[src/rtl/hazard_ctrl_if.sv]
// Hazard controller bundle: decode/EX hazard sources in, pipeline-register
// write/flush controls and performance counters out.
interface hazard_ctrl_if #(
  parameter int REG_AW = 3,
  parameter int CNT_W  = 16
);
  logic [REG_AW-1:0] id_rs1;
  logic [REG_AW-1:0] id_rs2;
  logic              id_uses_rs1;
  logic              id_uses_rs2;
  logic [REG_AW-1:0] ex_rd;
  logic              ex_mem_read;
  logic              ex_reg_write;
  logic              branch_taken;
  logic              mem_busy;
  logic              pc_write;
  logic              ifid_write;
  logic              ifid_flush;
  logic              idex_write;
  logic              idex_flush;
  logic [CNT_W-1:0]  stall_cycles;
  logic [CNT_W-1:0]  flush_cycles;

  modport master (
    output id_rs1, id_rs2, id_uses_rs1, id_uses_rs2,
    output ex_rd, ex_mem_read, ex_reg_write, branch_taken, mem_busy,
    input  pc_write, ifid_write, ifid_flush, idex_write, idex_flush,
    input  stall_cycles, flush_cycles
  );

  modport slave (
    input  id_rs1, id_rs2, id_uses_rs1, id_uses_rs2,
    input  ex_rd, ex_mem_read, ex_reg_write, branch_taken, mem_busy,
    output pc_write, ifid_write, ifid_flush, idex_write, idex_flush,
    output stall_cycles, flush_cycles
  );
endinterface

[src/rtl/hazard_ctrl.sv]
// Pipeline hazard controller: load-use bubbles, branch flushes, memory freezes.
// Optional saturating stall/flush counters are enabled with HAZ_PERF_CNT_EN.
module hazard_ctrl #(
  parameter int REG_AW       = 3,
  parameter int FLUSH_CYCLES = 1,
  parameter int CNT_W        = 16
) (
  input logic          CLK,
  input logic          Reset,
  hazard_ctrl_if.slave hz
);
  typedef enum logic [1:0] {RUN, MEM_WAIT, BR_FLUSH} state_e;

  localparam logic [2:0] FC_INIT = 3'(FLUSH_CYCLES - 1);

  state_e     state_q, state_d;
  logic [2:0] fc_q, fc_d;
  logic       load_use;
  logic       pc_write_o, ifid_write_o, ifid_flush_o, idex_write_o, idex_flush_o;

  // R0 is hardwired zero, so a load targeting it never needs a bubble.
  assign load_use = hz.ex_mem_read & hz.ex_reg_write &
                    (hz.ex_rd != {REG_AW{1'b0}}) &
                    ((hz.id_uses_rs1 & (hz.id_rs1 == hz.ex_rd)) |
                     (hz.id_uses_rs2 & (hz.id_rs2 == hz.ex_rd)));

  always_ff @(posedge CLK) begin
    state_q <= state_d;
    fc_q    <= fc_d;
  end

  always_comb begin
    state_d      = state_q;
    fc_d         = fc_q;
    pc_write_o   = 1'b1;
    ifid_write_o = 1'b1;
    idex_write_o = 1'b1;
    ifid_flush_o = 1'b0;
    idex_flush_o = 1'b0;
    if (Reset) begin
      state_d      = RUN;
      fc_d         = 3'd0;
      pc_write_o   = 1'b0;
      ifid_write_o = 1'b0;
      idex_write_o = 1'b0;
      ifid_flush_o = 1'b1;
      idex_flush_o = 1'b1;
    end else if (hz.mem_busy) begin
      pc_write_o   = 1'b0;
      ifid_write_o = 1'b0;
      idex_write_o = 1'b0;
      state_d      = MEM_WAIT;
    end else if (state_q == BR_FLUSH || (state_q == MEM_WAIT && fc_q != 3'd0)) begin
      // A freeze that interrupted a flush resumes flushing straight away:
      // the frozen slots still hold wrong-path instructions.
      ifid_flush_o = 1'b1;
      idex_flush_o = 1'b1;
      fc_d         = fc_q - 3'd1;
      if (fc_q <= 3'd1) state_d = RUN;
      else              state_d = BR_FLUSH;
    end else if (hz.branch_taken) begin
      ifid_flush_o = 1'b1;
      idex_flush_o = 1'b1;
      state_d      = RUN;
      if (FLUSH_CYCLES > 1) begin
        state_d = BR_FLUSH;
        fc_d    = FC_INIT;
      end
    end else if (load_use) begin
      pc_write_o   = 1'b0;
      ifid_write_o = 1'b0;
      idex_flush_o = 1'b1;
      state_d      = RUN;
    end else begin
      state_d = RUN;
    end
  end

  assign hz.pc_write   = pc_write_o;
  assign hz.ifid_write = ifid_write_o;
  assign hz.ifid_flush = ifid_flush_o;
  assign hz.idex_write = idex_write_o;
  assign hz.idex_flush = idex_flush_o;

`ifdef HAZ_PERF_CNT_EN
  logic [CNT_W-1:0] stall_q, flush_q;
  logic             stall_evt, flush_evt;

  // Outside reset, pc_write is low exactly on freeze and load-use cycles.
  assign stall_evt = ~Reset & ~pc_write_o;
  assign flush_evt = ~Reset & ifid_flush_o;

  always_ff @(posedge CLK) begin
    if (Reset) begin
      stall_q <= '0;
      flush_q <= '0;
    end else begin
      if (stall_evt && stall_q != {CNT_W{1'b1}}) stall_q <= stall_q + 1'b1;
      if (flush_evt && flush_q != {CNT_W{1'b1}}) flush_q <= flush_q + 1'b1;
    end
  end

  assign hz.stall_cycles = stall_q;
  assign hz.flush_cycles = flush_q;
`else
  assign hz.stall_cycles = {CNT_W{1'b0}};
  assign hz.flush_cycles = {CNT_W{1'b0}};
`endif
endmodule
[src/flat_wrapper.sv]
// flat-port wrapper written by rule: the top's interface ports become plain ports
module hazard_ctrl_flat 
#(
  parameter int REG_AW       = 3,
  parameter int FLUSH_CYCLES = 1,
  parameter int CNT_W        = 16
)
  (CLK, Reset, hz_id_rs1, hz_id_rs2, hz_id_uses_rs1, hz_id_uses_rs2, hz_ex_rd, hz_ex_mem_read, hz_ex_reg_write, hz_branch_taken, hz_mem_busy, hz_pc_write, hz_ifid_write, hz_ifid_flush, hz_idex_write, hz_idex_flush, hz_stall_cycles, hz_flush_cycles);
  hazard_ctrl_if #(.REG_AW(REG_AW), .CNT_W(CNT_W)) hz_i ();
  input logic CLK;
  input logic Reset;
  input wire logic [$bits(hz_i.id_rs1)-1:0] hz_id_rs1;
  input wire logic [$bits(hz_i.id_rs2)-1:0] hz_id_rs2;
  input wire logic [$bits(hz_i.id_uses_rs1)-1:0] hz_id_uses_rs1;
  input wire logic [$bits(hz_i.id_uses_rs2)-1:0] hz_id_uses_rs2;
  input wire logic [$bits(hz_i.ex_rd)-1:0] hz_ex_rd;
  input wire logic [$bits(hz_i.ex_mem_read)-1:0] hz_ex_mem_read;
  input wire logic [$bits(hz_i.ex_reg_write)-1:0] hz_ex_reg_write;
  input wire logic [$bits(hz_i.branch_taken)-1:0] hz_branch_taken;
  input wire logic [$bits(hz_i.mem_busy)-1:0] hz_mem_busy;
  output wire logic [$bits(hz_i.pc_write)-1:0] hz_pc_write;
  output wire logic [$bits(hz_i.ifid_write)-1:0] hz_ifid_write;
  output wire logic [$bits(hz_i.ifid_flush)-1:0] hz_ifid_flush;
  output wire logic [$bits(hz_i.idex_write)-1:0] hz_idex_write;
  output wire logic [$bits(hz_i.idex_flush)-1:0] hz_idex_flush;
  output wire logic [$bits(hz_i.stall_cycles)-1:0] hz_stall_cycles;
  output wire logic [$bits(hz_i.flush_cycles)-1:0] hz_flush_cycles;
  assign hz_i.id_rs1 = hz_id_rs1;
  assign hz_i.id_rs2 = hz_id_rs2;
  assign hz_i.id_uses_rs1 = hz_id_uses_rs1;
  assign hz_i.id_uses_rs2 = hz_id_uses_rs2;
  assign hz_i.ex_rd = hz_ex_rd;
  assign hz_i.ex_mem_read = hz_ex_mem_read;
  assign hz_i.ex_reg_write = hz_ex_reg_write;
  assign hz_i.branch_taken = hz_branch_taken;
  assign hz_i.mem_busy = hz_mem_busy;
  assign hz_pc_write = hz_i.pc_write;
  assign hz_ifid_write = hz_i.ifid_write;
  assign hz_ifid_flush = hz_i.ifid_flush;
  assign hz_idex_write = hz_i.idex_write;
  assign hz_idex_flush = hz_i.idex_flush;
  assign hz_stall_cycles = hz_i.stall_cycles;
  assign hz_flush_cycles = hz_i.flush_cycles;
  hazard_ctrl #(.REG_AW(REG_AW), .FLUSH_CYCLES(FLUSH_CYCLES), .CNT_W(CNT_W)) u_core (.CLK(CLK), .Reset(Reset), .hz(hz_i));
endmodule
[config.mk]
export PLATFORM = sky130hd
export DESIGN_NAME = hazard_ctrl_flat
export DESIGN_NICKNAME = d
export VERILOG_FILES = /design/src/rtl/hazard_ctrl_if.sv /design/src/rtl/hazard_ctrl.sv /design/src/flat_wrapper.sv
export SDC_FILE = /design/constraint.sdc
export NUM_CORES = 1
export LEC_CHECK = 0
export CAP_MARGIN = 20
export CORE_UTILIZATION = 33
export DETAILED_ROUTE_END_ITERATION = 10
export HOLD_SLACK_MARGIN = 0.03
export PLACE_DENSITY = 0.95
export SETUP_SLACK_MARGIN = 0.2
export SLEW_MARGIN = 10
export SYNTH_ARGS = -nofsm -noshare
export SYNTH_HDL_FRONTEND = slang
export SYNTH_SLANG_ARGS = --single-unit
[constraint.sdc]
create_clock -name CLK -period 4.64 [get_ports CLK]
set_clock_uncertainty 0.15 [all_clocks]
set_input_delay 0.928 -clock CLK [delete_from_list [all_inputs] [get_ports CLK]]
set_output_delay 0.928 -clock CLK [all_outputs]
set_load 0.01 [all_outputs]
# Yosys cells after proc, flatten, opt, wreduce, memory -nomap -nowiden
# Index checks and enable logic that the tools add are counted.
dict set report word_totals {
  register_bits 5
  input_bits 17
  wordCells 42
}
dict set report classes {
  add_sub_neg 1
  order_cmp 1
  n_eq_ne 4
  n_mux 19
  n_bitwise 8
  n_reduce_logical 6
}
# cell count
set op_table {}
lappend op_table {{1-bit two-way mux} 18}
lappend op_table {{3-bit equality test} 2}
lappend op_table {{3-bit nonzero test} 2}
lappend op_table {{1-bit AND} 5}
lappend op_table {{3-bit by 1-bit less-or-equal comparator with 1-bit output, second input constant} 1}
lappend op_table {{3-bit OR reduction} 1}
lappend op_table {{3-bit by 1-bit subtractor with 3-bit output, second input constant} 1}
lappend op_table {{2-bit by 1-bit equality test with 1-bit output, second input constant} 1}
lappend op_table {{2-bit equality test, second input constant} 1}
lappend op_table {{2-bit two-way mux} 1}
lappend op_table {{1-bit inverter} 2}
lappend op_table {{2-bit AND reduction} 1}
lappend op_table {{1-bit logical AND} 1}
lappend op_table {{1-bit logical OR} 1}
lappend op_table {{1-bit OR} 1}

# Longest topological paths before layout
# Gate-level depths: netlist of the first run.
dict set report logic_depth {
  depth_word 9
  mapped_depth 7
  mapped_depth_nobuf 7
}

# Worst setup path before layout of the first run
# Ideal clock, no wire load.
dict set report synth_path {
  path_type {input to output}
  from {in hz_ex_rd[1]}
  to {out hz_pc_write}
  arrival_time_ns 1.948
  slack_ns 1.614
  cell_stages 3
  n_path_buf 1
  cell_sequence {o311a_1 > a311oi_1 > buf_4}
}
dict set report synth_between {
  elab_chain_cells 9
  word_cells_on_any_way 13
  cone_classes {2 x eq/ne; 5 x mux; 5 x bitwise; 1 x reduce/logical}
}
# item line
set synth_rtl {}
lappend synth_rtl {{from (decl)} flat_wrapper.sv:16} ;# input wire logic [$bits(hz_i.ex_rd)-1:0] hz_ex_rd;
lappend synth_rtl {{3-bit equality test (on tied branches)} {hazard_ctrl.sv:24, hazard_ctrl.sv:25}}
lappend synth_rtl {{1-bit AND (on tied branches)} {hazard_ctrl.sv:24, hazard_ctrl.sv:25}}
lappend synth_rtl {{1-bit OR} hazard_ctrl.sv:24} ;# ((hz.id_uses_rs1 & (hz.id_rs1 == hz.ex_rd)) |
lappend synth_rtl {{1-bit AND *} hazard_ctrl.sv:23} ;# (hz.ex_rd != {REG_AW{1'b0}}) &
lappend synth_rtl {{1-bit two-way mux * (5 in a row)} -}
lappend synth_rtl {{to (decl)} flat_wrapper.sv:21} ;# output wire logic [$bits(hz_i.pc_write)-1:0] hz_pc_write;
# Every way passes the cells marked *; elsewhere a longest branch is shown, timed or not.

# Worst setup path in the final report of the first run
dict set report layout_path {
  from {in hz_ex_rd[1]}
  to {out hz_pc_write}
}
dict set report layout_between {
  elab_chain_cells 9
  word_cells_on_any_way 13
  cone_classes {2 x eq/ne; 5 x mux; 5 x bitwise; 1 x reduce/logical}
}
# item line
set layout_rtl {}
lappend layout_rtl {{3-bit equality test (on tied branches)} {hazard_ctrl.sv:24, hazard_ctrl.sv:25}}
lappend layout_rtl {{1-bit AND (on tied branches)} {hazard_ctrl.sv:24, hazard_ctrl.sv:25}}
lappend layout_rtl {{1-bit OR} hazard_ctrl.sv:24}
lappend layout_rtl {{1-bit AND *} hazard_ctrl.sv:23}
lappend layout_rtl {{1-bit two-way mux *} hazard_ctrl.sv:69} ;# end else if (load_use) begin
lappend layout_rtl {{1-bit two-way mux *} hazard_ctrl.sv:61} ;# end else if (hz.branch_taken) begin
lappend layout_rtl {{1-bit two-way mux *} hazard_ctrl.sv:53} ;# end else if (state_q == BR_FLUSH || (state_q == MEM_WAIT && fc_q != 3'd0)) begin
lappend layout_rtl {{1-bit two-way mux *} hazard_ctrl.sv:48} ;# end else if (hz.mem_busy) begin
lappend layout_rtl {{1-bit two-way mux *} hazard_ctrl.sv:40} ;# if (Reset) begin
# Marked as above.

==> metrics.txt, run 1 <==
Total Nets Final between 100 and 150; number of register bits inferred by synthesis 5; leakage power about 0.33 nW; Peak supply drop 0.0809 mV; clock tree from TritonCTS built; type of element capturing the critical path primary output; power density over the cells 188 nW/µm²; Ant. Diodes 0; placeable core region approximately 1700 µm²; summed instance area of the synthesized netlist 607 µm²; die span in x between 40 and 50 µm; most frequent cell after synthesis sky130_fd_sc_hd__buf_4; number of buffers inserted to repair setup after CTS 0; most instantiated cells after synthesis sky130_fd_sc_hd__buf_4, sky130_fd_sc_hd__xnor2_1, sky130_fd_sc_hd__nor2_1; required time at the endpoint of the critical path between 3000 and 4000 ps; final number of setup-violating endpoints 0; Starting DRT DRC Count 1; routed wl met3 approximately 110 µm; critical path class input port to primary output; post-route fraction of the period consumed by the critical path between 80% and 90%; combinational family with the most area after synthesis buffers and inverters; aggregate global-route resource usage 11.6%; path class of the lowest-slack min-delay path flip-flop to flip-flop; Worst Path Max Fanout 3; first-pass GRT wire length roughly 1500 µm; Yosys top cell by area sky130_fd_sc_hd__buf_4; unrepaired setup endpoints after global routing false; parity-gate share of the synthesized area counting xor and xnor cells between 10% and 20%; Area Growth Syn to Fin 21.9%; area of the die 2010 µm²; number of max-slew violations in the final report 0; run status finished, final reports clean; Layout fillers 187; Synth Area in Adders a little over 6%; drt via density 3.82; number of standard cells in the final layout excluding fillers 122; share of flip-flops with an asynchronous set or reset after synthesis 0%; total instance count after detailed placement ~120; average instance area after synthesis 8.09 µm²; Synthesis Warnings 0; effective utilization at floorplan roughly a third; post-CTS sizing 0; Max Cap Viol 0; maximum root-to-sink buffer count 2; final critical path time including I/O delays and setup about 3800 ps; most frequently used flop master after synthesis sky130_fd_sc_hd__dfxtp_1; number of H-tree levels 1; Synth Area in Simple Gates between 10% and 20%; top post-synthesis cells by area sky130_fd_sc_hd__buf_4, sky130_fd_sc_hd__dfxtp_1, sky130_fd_sc_hd__xnor2_1; post-synthesis compound-gate area fraction a little under an eighth; crit path setup slack, layout ~840 ps; gate count after technology mapping 75; number of global-route vias before repair 406; via count of the routed design approximately 470; row count 15; total number of clock tree sinks 5; Max Freq about 260 MHz; mux cell area share after synthesis 0%; Pre-Repair DR Iteration Count 2; number of placed I/O pins 54; highest metal layer with signal wires met4; HPWL after DPL 909 µm; Worst EP arrival about 2700 ps; clock-pin slew reported for the worst setup and hold paths after clock tree synthesis approximately 40 ps; worst-skew pair later-pin latency approximately 240 ps; Worst Setup Start Kind input port; fraction of final layout cells with drive strength greater than 1 6.19%; total clock buffers created by CTS 3; sequential area share after synthesis between 15 and 20%; placer's final routability congestion estimate about 0.63; cts hold-fix bufs 0; total met2 wirelength after detailed routing between 500 and 600 µm; count of antenna-violating nets left after detailed routing 0; count of buffers from port buffering 21; die boundary height about 45 µm; final routed wirelength across all metal layers 968 µm; post-synth cell types 21; antenna violations before repair 0; area share of the largest cell type after synthesis around two fifths; number of synthesized flops with an enable pin 0; total negative setup slack 0 ps; worst setup slack before clock tree synthesis between 800 and 900 ps; final number of hold-violating endpoints 0; largest net degree at the start of global routing 9; Post-route DRC 0; met1 routed wirelength after detailed routing between 200 and 300 µm; routed wire length per instance 7.93 µm; Remaining Overflow, GRT 0; CTS root buf sky130_fd_sc_hd__clkbuf_4
## worst paths after layout
path                                                   from                           to  slack [ps]  depth (start not counted)
worst min register to register  u_core.fc_q[1]$_SDFFE_PP0N_  u_core.fc_q[1]$_SDFFE_PP0N_         380                          2
worst max register to register  u_core.fc_q[0]$_SDFFE_PP0N_  u_core.fc_q[1]$_SDFFE_PP0N_        2830                          7
worst min-delay path            u_core.fc_q[1]$_SDFFE_PP0N_  u_core.fc_q[1]$_SDFFE_PP0N_         380                          2
worst max-delay path                            hz_ex_rd[1]                  hz_pc_write         840                          4
## metal layers
metal | up-vias | GRT usage, %
li1 | 225 | -
met4 | 0 | 12.7
met1 | 203 | 7.09
met3 | 2 | 4.80
met5 | - | 0
met2 | 36 | 22.6
## layout by cell type, fill, tap and decap left out
cell type	Yosys	routed
sky130_fd_sc_hd__a211oi_1	2	2
sky130_fd_sc_hd__a21oi_1	1	1
sky130_fd_sc_hd__a311o_1	1	1
sky130_fd_sc_hd__a311oi_1	1	1
sky130_fd_sc_hd__clkbuf_1	1	1
sky130_fd_sc_hd__clkbuf_4	0	3
sky130_fd_sc_hd__clkdlybuf4s50_1	0	21
sky130_fd_sc_hd__conb_1	1	32
sky130_fd_sc_hd__dfxtp_1	5	5
sky130_fd_sc_hd__ha_1	3	3
sky130_fd_sc_hd__inv_1	4	4
sky130_fd_sc_hd__nand2_1	1	1
sky130_fd_sc_hd__nand4_1	2	2
sky130_fd_sc_hd__nor2_1	6	6
sky130_fd_sc_hd__nor2b_1	1	1
sky130_fd_sc_hd__nor3_1	1	1
sky130_fd_sc_hd__nor3b_2	1	1
sky130_fd_sc_hd__o21a_2	1	1
sky130_fd_sc_hd__o221a_2	1	1
sky130_fd_sc_hd__o311a_1	1	1
sky130_fd_sc_hd__or2_1	1	1
sky130_fd_sc_hd__xnor2_1	7	7
## power by group
part | switching [mW] | internal [mW] | total [mW] | leakage, nW
sequential | 0.000165 | 0.0436 | 0.0437 | 0.0405
clock | 0.0186 | 0.0326 | 0.0512 | 0.0150
combinational | 0.0223 | 0.0217 | 0.0440 | 0.276
total | 0.0411 | 0.0978 | 0.139 | 0.332
## through the flow
step	cell area, µm²	utilization [%]	hold slack [ps]	total power [mW]
after CTS	739	42.8	385	0.140
after global placement	713	41.3	337	0.0878
after floorplan	723	-	328	0.0876
after detailed placement	713	41.3	381	0.0885
final	739	42.8	379	0.139
after global routing	739	42.8	425	0.148
## flip-flops by register name, indices dropped and copies added (netlist names)
register / flops
u_core.fc_q: 3
u_core.state_q: 2
## cell families after synthesis
logic type               count (synthesis)
buffers and inverters                   38
other                                    1
XOR/XNOR                                 7
AND/OR/NAND/NOR                         13
flip-flops                               5
AO/OA/AOI/OAI                            8
adder cells (fa/ha/maj)                  3
## area by class of cell
| type | instances | area [µm²] | area share, % |
|---|---|---|---|
| Multi-Input combinational cell | 63 | 357 | 48.2 |
| Inverter | 4 | 15.0 | 2.03 |
| Timing Repair Buffer | 21 | 210 | 28.4 |
| Clock buffer | 4 | 26.3 | 3.55 |
| Tap cell | 25 | 31.3 | 4.23 |
| Sequential cell | 5 | 100 | 13.5 |
## worst max-delay path: stages
cell and delay (ps):
sky130_fd_sc_hd__clkdlybuf4s50_1 470, sky130_fd_sc_hd__o311a_1 390, sky130_fd_sc_hd__a311oi_1 330, sky130_fd_sc_hd__clkdlybuf4s50_1 600
(Power assumes the default switching activity.)
==> inputs of run 2 (changes only) <==
--- a/config.mk
+++ b/config.mk
@@ -6,10 +6,10 @@
 export NUM_CORES = 1
 export LEC_CHECK = 0
 export CAP_MARGIN = 20
-export CORE_UTILIZATION = 33
+export CORE_UTILIZATION = 31
 export DETAILED_ROUTE_END_ITERATION = 10
 export HOLD_SLACK_MARGIN = 0.03
-export PLACE_DENSITY = 0.95
+export PLACE_DENSITY = 0.91
 export SETUP_SLACK_MARGIN = 0.2
 export SLEW_MARGIN = 10
 export SYNTH_ARGS = -nofsm -noshare
==> constraint.sdc (replaced) <==
create_clock -name CLK -period 3.5 [get_ports CLK]
set_clock_uncertainty 0.15 [all_clocks]
set_input_delay 0.7 -clock CLK [delete_from_list [all_inputs] [get_ports CLK]]
set_output_delay 0.7 -clock CLK [all_outputs]
set_load 0.01 [all_outputs]
==> metrics.txt, run 2 (synthesized netlist as in run 1, its figures left out) <==
run status finished, final reports clean; final critical path time including I/O delays and setup a little over 3000 ps; worst setup slack before clock tree synthesis roughly 140 ps; via count of the routed design between 400 and 500; worst-skew pair later-pin latency between 200 and 250 ps; first-pass GRT wire length between 1500 and 2000 µm; placeable core region approximately 1800 µm²; fin util roughly 41%; number of flip-flops under the largest register name 3; CP max stage delay 470 ps; power density over the cells 244 nW/µm²; Peak supply drop approximately 0.17 mV; cell family with most CP delay buffers and inverters; total negative setup slack 0 ps; worst path bufs/invs 2; clock-pin slew reported for the worst setup and hold paths after clock tree synthesis 40 ps; count of buffers from port buffering 21; fraction of final layout cells with drive strength greater than 1 under 10%; number of global-route vias before repair between 400 and 500; critical path cell sequence clkdlybuf4s50_1 > o311a_1 > a311oi_1 > dlygate4sd2_1; largest net degree at the start of global routing 9; commonest non-fill, non-tap cell in the layout sky130_fd_sc_hd__conb_1; clock tree from TritonCTS built; area of the die around 2100 µm²; total number of clock tree sinks 5; Max Cap Viol 0; CTS root buf sky130_fd_sc_hd__clkbuf_4; number of H-tree levels 1; antenna violations before repair 0; Worst EP arrival ~2200 ps; leading registers by flop count u_core.fc_q: 3 flops, u_core.state_q: 2 flops; Worst Setup Start Kind input port; maximum root-to-sink buffer count 2; routed wire length per instance 8.24 µm; leading cell types in the layout, fill and taps excluded sky130_fd_sc_hd__conb_1, sky130_fd_sc_hd__clkdlybuf4s50_1, sky130_fd_sc_hd__xnor2_1, sky130_fd_sc_hd__nor2_1, sky130_fd_sc_hd__dfxtp_1; Max Freq 330 MHz; final number of hold-violating endpoints 0; drt via density 3.75; Area Growth Syn to Fin 21.9%; aggregate global-route resource usage 12.3%; row count 15; total clock buffers created by CTS 3; leakage power ~0.34 nW; post-route fraction of the period consumed by the critical path 86.5%; Total Nets Final approximately 120; type of element capturing the critical path primary output; path class of the lowest-slack min-delay path flip-flop to flip-flop; HPWL after DPL 925 µm; die span in x approximately 46 µm; Ant. Diodes 0; required time at the endpoint of the critical path around 2700 ps; final routed wirelength across all metal layers approximately 1000 µm; crit path setup slack, layout about 470 ps; unrepaired setup endpoints after global routing false; final number of setup-violating endpoints 0; critical path class input port to primary output; Post-route DRC 0; slowest stage cell, crit path sky130_fd_sc_hd__clkdlybuf4s50_1; effective utilization at floorplan between 30% and 40%; placer's final routability congestion estimate 0.700; Pre-Repair DR Iteration Count 4; Remaining Overflow, GRT 0; cts hold-fix bufs 0; number of buffers inserted to repair setup after CTS 0; count of antenna-violating nets left after detailed routing 0; Worst Path Max Fanout 3; die boundary height 46.2 µm; Largest Register u_core.fc_q; Starting DRT DRC Count 4; number of placed I/O pins between 50 and 60; post-CTS sizing 2; number of max-slew violations in the final report 0
run 2: worst paths after layout:
path                               start                           to  slack (ps)  cells after the start
max reg2reg  u_core.fc_q[0]$_SDFFE_PP0N_  u_core.fc_q[1]$_SDFFE_PP0N_        1740                      7
min          u_core.fc_q[2]$_SDFFE_PP0N_  u_core.fc_q[2]$_SDFFE_PP0N_         370                      2
max                          hz_ex_rd[1]                  hz_pc_write         470                      4
min reg2reg  u_core.fc_q[2]$_SDFFE_PP0N_  u_core.fc_q[2]$_SDFFE_PP0N_         370                      2
run 2: power breakdown:
part / switching, mW / total (mW) / internal [mW]
registers: 0.000243 / 0.0581 / 0.0578
logic: 0.0297 / 0.0574 / 0.0276
clock network: 0.0220 / 0.0650 / 0.0430
total: 0.0520 / 0.180 / 0.128
run 2: metal layers:
metal  routed length, µm  track usage (%)
met5                   0                0
met4                  27             5.88
met3                 108             7.06
met2                 547             22.5
met1                 321             10.5
run 2: worst register-to-register path, cell delays in order, from the launching register on:
cell	delay (ps)
sky130_fd_sc_hd__dfxtp_1	360
sky130_fd_sc_hd__inv_1	70
sky130_fd_sc_hd__ha_1	200
sky130_fd_sc_hd__ha_1	190
sky130_fd_sc_hd__nor3b_2	230
sky130_fd_sc_hd__o21a_2	230
sky130_fd_sc_hd__nor2_1	60
sky130_fd_sc_hd__a211oi_1	190
run 2: final cells by class:
| cell class | instances | area [µm²] |
|---|---|---|
| sequential | 5 | 100 |
| tap | 25 | 31.3 |
| multi-input combinational | 63 | 357 |
| fill | 182 | 1040 |
| clock buffer | 4 | 26.3 |
| inverter | 4 | 15.0 |
| timing repair buffer | 21 | 210 |
run 2: through the flow:
step,power (mW),cells,hold WS (ps),cell area [µm²]
detailed placement,0.117,118,364,713
global route,0.202,122,406,739
finish,0.180,122,365,739
floorplan,0.116,106,328,723
CTS,0.186,122,370,737
global placement,0.116,118,336,713
